===== src/rtl/aes_round_sequencer.sv =====
// Control sequencer for the iterative AES round datapath and key-expansion unit.
// Optional abort input is built in when AES_ABORT_EN is defined.
module aes_round_sequencer #(
  parameter int unsigned NR    = 10,
  parameter int unsigned CNT_W = 4
) (
  input  logic             clk,
  input  logic             reset,
  input  logic             start_valid,
  output logic             start_ready,
  output logic             load_en,
  output logic             round_en,
  output logic             key_exp_en,
  output logic             last_round,
  output logic [CNT_W-1:0] round_idx,
  output logic [7:0]       rcon,
  output logic             out_valid,
  input  logic             out_ready,
`ifdef AES_ABORT_EN
  input  logic             abort,
`endif
  output logic             busy
);

  typedef enum logic [2:0] {
    S_IDLE  = 3'd0,
    S_LOAD  = 3'd1,
    S_ROUND = 3'd2,
    S_FINAL = 3'd3,
    S_DONE  = 3'd4
  } state_t;

  state_t           state, state_nxt;
  logic [CNT_W-1:0] cnt, cnt_nxt;
  logic [7:0]       rcon_r, rcon_nxt, rcon_xt;
  logic             abort_i;

`ifdef AES_ABORT_EN
  assign abort_i = abort;
`else
  assign abort_i = 1'b0;
`endif

  assign rcon_xt = {rcon_r[6:0], 1'b0} ^ (rcon_r[7] ? 8'h1B : 8'h00);

  // Acceptance is combinational so DONE can hand over straight into LOAD.
  always_comb begin
    start_ready = !reset && !abort_i &&
                  ((state == S_IDLE) || ((state == S_DONE) && out_ready));
  end

  always_comb begin
    state_nxt = S_IDLE;
    cnt_nxt   = '0;
    rcon_nxt  = rcon_r;
    case (state)
      S_IDLE: begin
        if (start_valid && !abort_i) state_nxt = S_LOAD;
      end
      S_LOAD: begin
        state_nxt = (NR == 1) ? S_FINAL : S_ROUND;
        cnt_nxt   = CNT_W'(1);
      end
      S_ROUND: begin
        rcon_nxt = rcon_xt;
        if (cnt == CNT_W'(NR - 1)) begin
          state_nxt = S_FINAL;
          cnt_nxt   = CNT_W'(NR);
        end else begin
          state_nxt = S_ROUND;
          cnt_nxt   = cnt + CNT_W'(1);
        end
      end
      S_FINAL: begin
        rcon_nxt  = rcon_xt;
        state_nxt = S_DONE;
      end
      S_DONE: begin
        if (out_ready) state_nxt = start_valid ? S_LOAD : S_IDLE;
        else           state_nxt = S_DONE;
      end
      default: state_nxt = S_IDLE;
    endcase
    if (abort_i) begin
      state_nxt = S_IDLE;
      cnt_nxt   = '0;
    end
    if (state_nxt == S_LOAD) rcon_nxt = 8'h01;
  end

  // Outputs are registered from the next state so they line up with it.
  always_ff @(posedge clk) begin
    if (reset) begin
      state      <= S_IDLE;
      cnt        <= '0;
      rcon_r     <= 8'h01;
      load_en    <= 1'b0;
      round_en   <= 1'b0;
      key_exp_en <= 1'b0;
      last_round <= 1'b0;
      round_idx  <= '0;
      rcon       <= 8'h00;
      out_valid  <= 1'b0;
      busy       <= 1'b0;
    end else begin
      state      <= state_nxt;
      cnt        <= cnt_nxt;
      rcon_r     <= rcon_nxt;
      load_en    <= (state_nxt == S_LOAD);
      round_en   <= (state_nxt == S_ROUND) || (state_nxt == S_FINAL);
      key_exp_en <= (state_nxt == S_ROUND) || (state_nxt == S_FINAL);
      last_round <= (state_nxt == S_FINAL);
      round_idx  <= ((state_nxt == S_LOAD) || (state_nxt == S_ROUND) ||
                     (state_nxt == S_FINAL)) ? cnt_nxt : '0;
      rcon       <= ((state_nxt == S_ROUND) || (state_nxt == S_FINAL)) ? rcon_nxt : 8'h00;
      out_valid  <= (state_nxt == S_DONE);
      busy       <= (state_nxt != S_IDLE);
    end
  end

endmodule


===== config.mk =====
export PLATFORM = sky130hd
export DESIGN_NAME = aes_round_sequencer
export DESIGN_NICKNAME = d
export VERILOG_FILES = /design/src/rtl/aes_round_sequencer.sv
export SDC_FILE = /design/constraint.sdc
export NUM_CORES = 1
export LEC_CHECK = 0
export ABC_AREA = 1
export BUFFER_PORTS_ARGS = -buffer_cell sky130_fd_sc_hd__buf_2
export CAP_MARGIN = 40
export CORE_MARGIN = 1.5
export CORE_UTILIZATION = 45
export CTS_BUF_LIST = sky130_fd_sc_hd__clkbuf_8
export CTS_CLUSTER_DIAMETER = 40
export DETAILED_ROUTE_END_ITERATION = 10
export GPL_TIMING_DRIVEN = 0
export PLACE_DENSITY_LB_ADDON = 0.05
export SLEW_MARGIN = 40
export SYNTH_ARGS = -nofsm -noshare
export SYNTH_HDL_FRONTEND = slang
export SYNTH_SLANG_ARGS = --single-unit

===== constraint.sdc =====
create_clock -name clk -period 3.7 [get_ports clk]
set_clock_uncertainty 0.15 [all_clocks]
set_input_delay 0.555 -clock clk [delete_from_list [all_inputs] [get_ports clk]]
set_output_delay 0.555 -clock clk [all_outputs]
set_load 0.01 [all_outputs]

==> impl_metrics.env, run 1 <==
export IMPL_status="completed"
export IMPL_place_hpwl_mm=1.43
export IMPL_rows=18
export IMPL_grt_ovfl_total=0
export IMPL_timing_slew_headroom=0.691
export IMPL_ys_warn_count=0
export IMPL_cts_sinks=32
export IMPL_core_um2=2480
export IMPL_cellPowerDensity_nw_per_um2=487
export IMPL_crit_path_frequent_cell="buf_2"
export IMPL_final_antenna_net_count=0
export IMPL_grt_first_pass_wirelength_mm=3.40
export IMPL_grt_pass1_vias=784
export IMPL_cts_clk_slew_worst_paths_ns=0.06
export IMPL_place_congestion=0.760
export IMPL_dr_pass1_iters=4
export IMPL_wl_per_cell_um=9.86
export IMPL_timing_fmax_ghz=0.499
export IMPL_fin_crit_sh=0.542
export IMPL_ys_seq_area_frac=0.546
export IMPL_viasPerCell=4.45
export IMPL_start_util=0.474
export IMPL_yosys_register_bits=32
export IMPL_antenna_found_initial=0
export IMPL_drv_slew=0
export IMPL_syn_inst=145
export IMPL_nNetsFinal=180
export IMPL_r2r_end="busy$_SDFF_PP0_"
export IMPL_crit_chain="buf_2, clkbuf_1, nor2_1, buf_2"
export IMPL_peakVddDrop_v=0.000340
export IMPL_crit_family="buffers and inverters"
export IMPL_synth_edf_count=0
export IMPL_syn_avg_cell_area_um2=8.09
export IMPL_cp_end_kind="output pin"
export IMPL_startpoint_type="primary input"
export IMPL_drive_gt1_frac=0.234
export IMPL_cts_resized=0
export IMPL_finalHoldViolations=0
export IMPL_die_w_um=54.1
export IMPL_fin_util=0.570
export IMPL_grt_usage=0.171
export IMPL_period_minus_slack_ns=2.01
export IMPL_worstMarginPinSlew_ns=0.464
export IMPL_cp_max_fo=10
export IMPL_layout_common_cells="dfxtp_1, nand2_1, nor2_1"
export IMPL_crit_buf_inv=3
export IMPL_wl_mm=2.02
export IMPL_cts_hold_buf=0
export IMPL_cp_slowest_stage_delay_ns=0.38
export IMPL_clockBufferDepth=2
export IMPL_ff2ff_setup_slack_ns=2.42
export IMPL_critical_path_slowest_cell="clkbuf_1"
export IMPL_dieArea_um2=2920
export IMPL_diodes=0
export IMPL_die_h_um=54.1
export IMPL_syn2layout_area_growth_pct=20.3
export IMPL_route_detailed_drc=0
export IMPL_dominantRegCellSynth="dfxtp_1"
export IMPL_grt_max_degree=11
export IMPL_max_cap_viol_count=0
export IMPL_root_buffer="clkbuf_8"
export IMPL_cts_tree="built"
export IMPL_finalSetupViolCount=0
export IMPL_crit_arrival_ns=1.30
export IMPL_io_pins=23
export IMPL_vias=913
export IMPL_min_from="reset"
export IMPL_port_buffers=22
export IMPL_min_to="cnt[2]$_SDFF_PP0_"
export IMPL_rsz0062_at_grt="false"
export IMPL_tns_ns=0
export IMPL_clock_latency_ns=0.28
export IMPL_drtIter0Drc=12
export IMPL_final_common_cell="dfxtp_1"
export IMPL_timing_rr_start="cnt[1]$_SDFF_PP0_"
export IMPL_syn_cell_area_um2=1170
export IMPL_cts_buffers=5
export IMPL_min_path_type="in -> reg"
export IMPL_ys_types=23
export IMPL_power_leakage_nw=0.697
export IMPL_criticalPathCategory="in -> out"
export IMPL_cts_htree_levels=2
export IMPL_reg2regPathDepth=8
export IMPL_async_flop_share=0
export IMPL_syn_nets=151
export IMPL_post_cts_buffers=0
export IMPL_required_ns=2.99
export IMPL_hold_path_cell_count=2
routing by layer:
layer	wire length, um	GRT usage	share of wire	up-vias
met5	0	0	0	-
met4	41	0.0875	0.020	0
met3	124	0.0833	0.061	5
met2	782	0.228	0.39	22
met1	1070	0.226	0.53	385
li1	-	-	-	501
stage by stage:
stage | setup slack (ns) | area (um2) | total power, mW | hold slack, ns | std cells
detailed placement | 1.67 | 1320 | 0.432 | 0.394 | 197
floorplan | 2.07 | 1170 | 0.414 | 0.373 | 145
finish | 1.69 | 1410 | 0.687 | 0.349 | 205
global route | 1.62 | 1410 | 0.721 | 0.356 | 205
CTS | 1.67 | 1410 | 0.697 | 0.341 | 205
global placement | 1.68 | 1320 | 0.432 | 0.397 | 197
Yosys cell counts, types with 2 or more instances:
library cell  instances  area share
buf_6                 2       0.019
a21oi_1               2      0.0085
dfxtp_1              32        0.55
inv_1                16       0.051
nand2_1              30       0.096
o21ai_0               5       0.021
ha_1                  2       0.021
nor3_1                4       0.017
nand3_2               2       0.017
inv_2                 2      0.0064
nand2_2               3       0.016
nand3_1               7       0.030
nor2_1               28       0.090
registers in the layout, summed over array words and instances (netlist names):
register    count
out_valid       1
state           3
round_idx       4
rcon            8
rcon_r          8
cnt             4
load_en         1
busy            1
last_round      1
key_exp_en      1
layout make-up:
type / instances / area (um2)
Buffer: 5 / 37.5
Timing Repair Buffer: 22 / 110
Clock buffer: 6 / 82.6
Fill cell: 258 / 1070
Multi-Input combinational cell: 90 / 428
Sequential cell: 32 / 641
Inverter: 18 / 67.6
Clock inverter: 2 / 7.51
Tap cell: 30 / 37.5
worst max path at each step:
stage,startpoint,end,slack (ns),depth (start not counted)
finish,reset,start_ready,1.69,4
global route,reset,start_ready,1.62,4
CTS,reset,start_ready,1.67,4
detailed placement,reset,start_ready,1.67,4
global placement,reset,start_ready,1.68,4
floorplan,reset,start_ready,2.07,2
power by group:
group          internal [mW]  total [mW]  switching (mW)  leakage (nW)
combinational         0.0241      0.0632          0.0391         0.384
sequential             0.355       0.361         0.00561         0.260
clock                  0.146       0.263           0.117        0.0538
cell families (layout without fill, tap and decap cells):
| family | Yosys count | in the layout | share of synthesized area |
|---|---|---|---|
| xor+xnor | 1 | 1 | 0.00746 |
| compound gates | 9 | 9 | 0.0437 |
| simple gates | 78 | 78 | 0.292 |
| buf+inv | 23 | 53 | 0.0896 |
| flops | 32 | 32 | 0.546 |
| fa+ha+maj | 2 | 2 | 0.0213 |
Note: power is estimated with default switching activity, not from simulation.
==> inputs of run 2 (changes only) <==
ABC_AREA = 0   (was 1)
clock period = 1.6 ns   (was 3.7 ns; I/O delays follow)
==> impl_metrics.env, run 2 <==
export IMPL_status="completed"
export IMPL_required_ns=1.21
export IMPL_internal_power_mw=1.33
export IMPL_power_frac_seq=0.491
export IMPL_period_minus_slack_ns=1.53
export IMPL_async_flop_share=0
export IMPL_cts_sinks=32
export IMPL_drtIter0Drc=8
export IMPL_stdcell_area_um2=1380
export IMPL_ys_seq_area_frac=0.574
export IMPL_rows=17
export IMPL_synth_simple_gate_area_frac=0.185
export IMPL_synth_most_common_cell="dfxtp_1"
export IMPL_swShare=0.214
export IMPL_syn_nets=113
export IMPL_dr_pass1_iters=4
export IMPL_finalSetupViolCount=0
export IMPL_crit_chain="or2_4, nor3_2, buf_2"
export IMPL_clockBufferDepth=2
export IMPL_grt_ovfl_total=0
export IMPL_yosys_area_share_xor_xnor=0.0392
export IMPL_placed_area_um2=1260
export IMPL_ys_types=28
export IMPL_power_leakage_nw=0.628
export IMPL_nNetsFinal=142
export IMPL_finalPower_mw=1.70
export IMPL_ys_warn_count=0
export IMPL_cellPowerDensity_nw_per_um2=1230
export IMPL_fin_crit_sh=0.959
export IMPL_grt_pass1_vias=752
export IMPL_cp_max_fo=6
export IMPL_rsz0062_at_grt="false"
export IMPL_timing_fmax_ghz=0.652
export IMPL_synth_edf_count=0
export IMPL_criticalPathCategory="reg -> out"
export IMPL_synth_top_family_by_area="simple AND/OR/NAND/NOR gates"
export IMPL_synthMuxAreaShare=0.0717
export IMPL_max_cap_viol_count=0
export IMPL_cp_slowest_stage_delay_ns=0.35
export IMPL_critical_path_slowest_cell="dfxtp_2"
export IMPL_syn_avg_cell_area_um2=10.4
export IMPL_synth_top_cell_area_share=0.574
export IMPL_route_detailed_drc=0
export IMPL_finalHoldViolations=0
export IMPL_viasPerCell=4.95
export IMPL_final_fill_count=197
export IMPL_cts_tree="built"
export IMPL_diodes=0
export IMPL_grt_usage=0.163
export IMPL_synth_commonest_cells="dfxtp_1, nor2_1, mux2i_1"
export IMPL_final_antenna_net_count=0
export IMPL_reg_top3="rcon: 8 flops, rcon_r: 8 flops"
export IMPL_min_path_type="in -> reg"
export IMPL_startpoint_type="flop"
export IMPL_core_um2=2280
export IMPL_port_buffers=22
export IMPL_tns_ns=0
export IMPL_die_h_um=52.8
export IMPL_yosysTopAreaCell="dfxtp_1"
export IMPL_wl_per_cell_um=11.7
export IMPL_timing_slew_headroom=0.710
export IMPL_final_common_cell="dfxtp_1"
export IMPL_die_w_um=52.8
export IMPL_antenna_found_initial=0
export IMPL_dieArea_um2=2790
export IMPL_grt_max_degree=11
export IMPL_pwr_share_clk=0.431
export IMPL_cts_htree_levels=2
export IMPL_syn_cell_area_um2=1120
export IMPL_drive_gt1_frac=0.307
export IMPL_clock_latency_ns=0.28
export IMPL_p_comb_frac=0.077
export IMPL_fin_ws_ns=0.0657
export IMPL_syn2layout_area_growth_pct=24.0
export IMPL_dominantRegCellSynth="dfxtp_1"
export IMPL_crit_arrival_ns=1.14
export IMPL_peakVddDrop_v=0.000752
export IMPL_cts_clk_slew_worst_paths_ns=0.06
export IMPL_cts_buffers=5
export IMPL_place_hpwl_mm=1.36
export IMPL_cp_end_kind="output pin"
export IMPL_post_place_ws_ns=0.149
export IMPL_worstMarginPinSlew_ns=0.435
export IMPL_p_sw_mw=0.364
export IMPL_wl_mm=1.93
export IMPL_vias=816
export IMPL_synthAdderAreaFrac=0.0224
export IMPL_io_pins=23
export IMPL_cts_hold_buf=0
export IMPL_yosys_top_cells_area="dfxtp_1, nor2_1, mux2i_1"
export IMPL_yosys_register_bits=32
export IMPL_layout_common_cells="dfxtp_1, buf_2, nor2_1"
export IMPL_synth_compound_area_frac=0.0605
export IMPL_root_buffer="clkbuf_8"
export IMPL_drv_slew=0
export IMPL_grt_first_pass_wirelength_mm=3.06
export IMPL_start_util=0.490
export IMPL_syn_inst=107
export IMPL_place_congestion=0.747
## run 2: changes by cell type in the layout (fill, tap and decap cells not counted), moves of 3 or more
cell | before | now
dfxtp_1 | 32 | 29
dfxtp_2 | 0 | 3
inv_1 | 18 | 6
mux2i_1 | 0 | 8
nand2_1 | 30 | 0
nand2_2 | 3 | 0
nand3_1 | 7 | 3
nor2_1 | 28 | 23
o21ai_0 | 5 | 0
xor2_1 | 0 | 4
## run 2: metrics by stage
step	hold WS (ns)	cells	utilization
after global routing	0.176	165	0.608
after detailed placement	0.360	157	0.554
after floorplan	0.258	107	-
final	0.144	165	0.608
after global placement	0.349	157	0.554
after CTS	0.130	165	0.606
## run 2: path summary, 6_finish.rpt
kind                       start                    to  slack, ns  cells after the start
min reg2reg  state[2]$_SDFF_PP0_     cnt[0]$_SDFF_PP0_       0.37                      1
min                  start_valid    rcon[0]$_SDFF_PP0_       0.14                      3
max reg2reg  state[2]$_SDFF_PP0_  rcon_r[2]$_SDFF_PP0_       0.14                      4
max          state[0]$_SDFF_PP0_           start_ready       0.07                      3
## run 2: worst max-delay path: cells and delay by family, from the launching register on
| family | cells | cell delay (ns) |
|---|---|---|
| flip-flops | 1 | 0.35 |
| AND/OR/NAND/NOR | 2 | 0.37 |
| buffers and inverters | 1 | 0.14 |
## run 2: cells by family (layout without fill, tap and decap cells)
kind of cell / after synthesis / count (layout)
multiplexers: 8 / 8
adder cells (fa/ha/maj): 2 / 2
AND/OR/NAND/NOR: 42 / 42
buffers and inverters: 11 / 41
AO/OA/AOI/OAI: 7 / 7
flip-flops: 32 / 32
XOR/XNOR: 5 / 5
## run 2: layout make-up
cell class	count	area (um2)	share of cell area
Clock buffer	5	68.8	0.0497
Buffer	5	28.8	0.0208
Tap cell	28	35.0	0.0253
Timing Repair Buffer	23	118	0.0850
Clock inverter	3	38.8	0.0280
Multi-Input combinational cell	64	432	0.312
Sequential cell	32	644	0.466
Inverter	5	18.8	0.0136
## run 2: metal layers
layer  vias to the layer above  GRT usage  routed length [um]
li1                        410          -                   -
met1                       387      0.164                 808
met2                        15      0.275                1010
met3                         4     0.0600                  67
met4                         0      0.115                  37
met5                         -          0                   0
## run 2: power groups by stage
| stage | logic [mW] | registers [mW] | clock network [mW] |
|---|---|---|---|
| floorplan | 0.0846 | 0.854 | 0 |
| global placement | 0.126 | 0.848 | 0 |
| detailed placement | 0.129 | 0.849 | 0 |
| CTS | 0.132 | 0.833 | 0.760 |
| global route | 0.147 | 0.834 | 0.781 |
| finish | 0.131 | 0.833 | 0.732 |
## run 2: timing repair
item                       CTS  global route
hold endpoints to repair     0             0
pin swaps                    0             0
setup endpoints to repair    1             1
resized for setup            5             1
buffers inserted             1             0
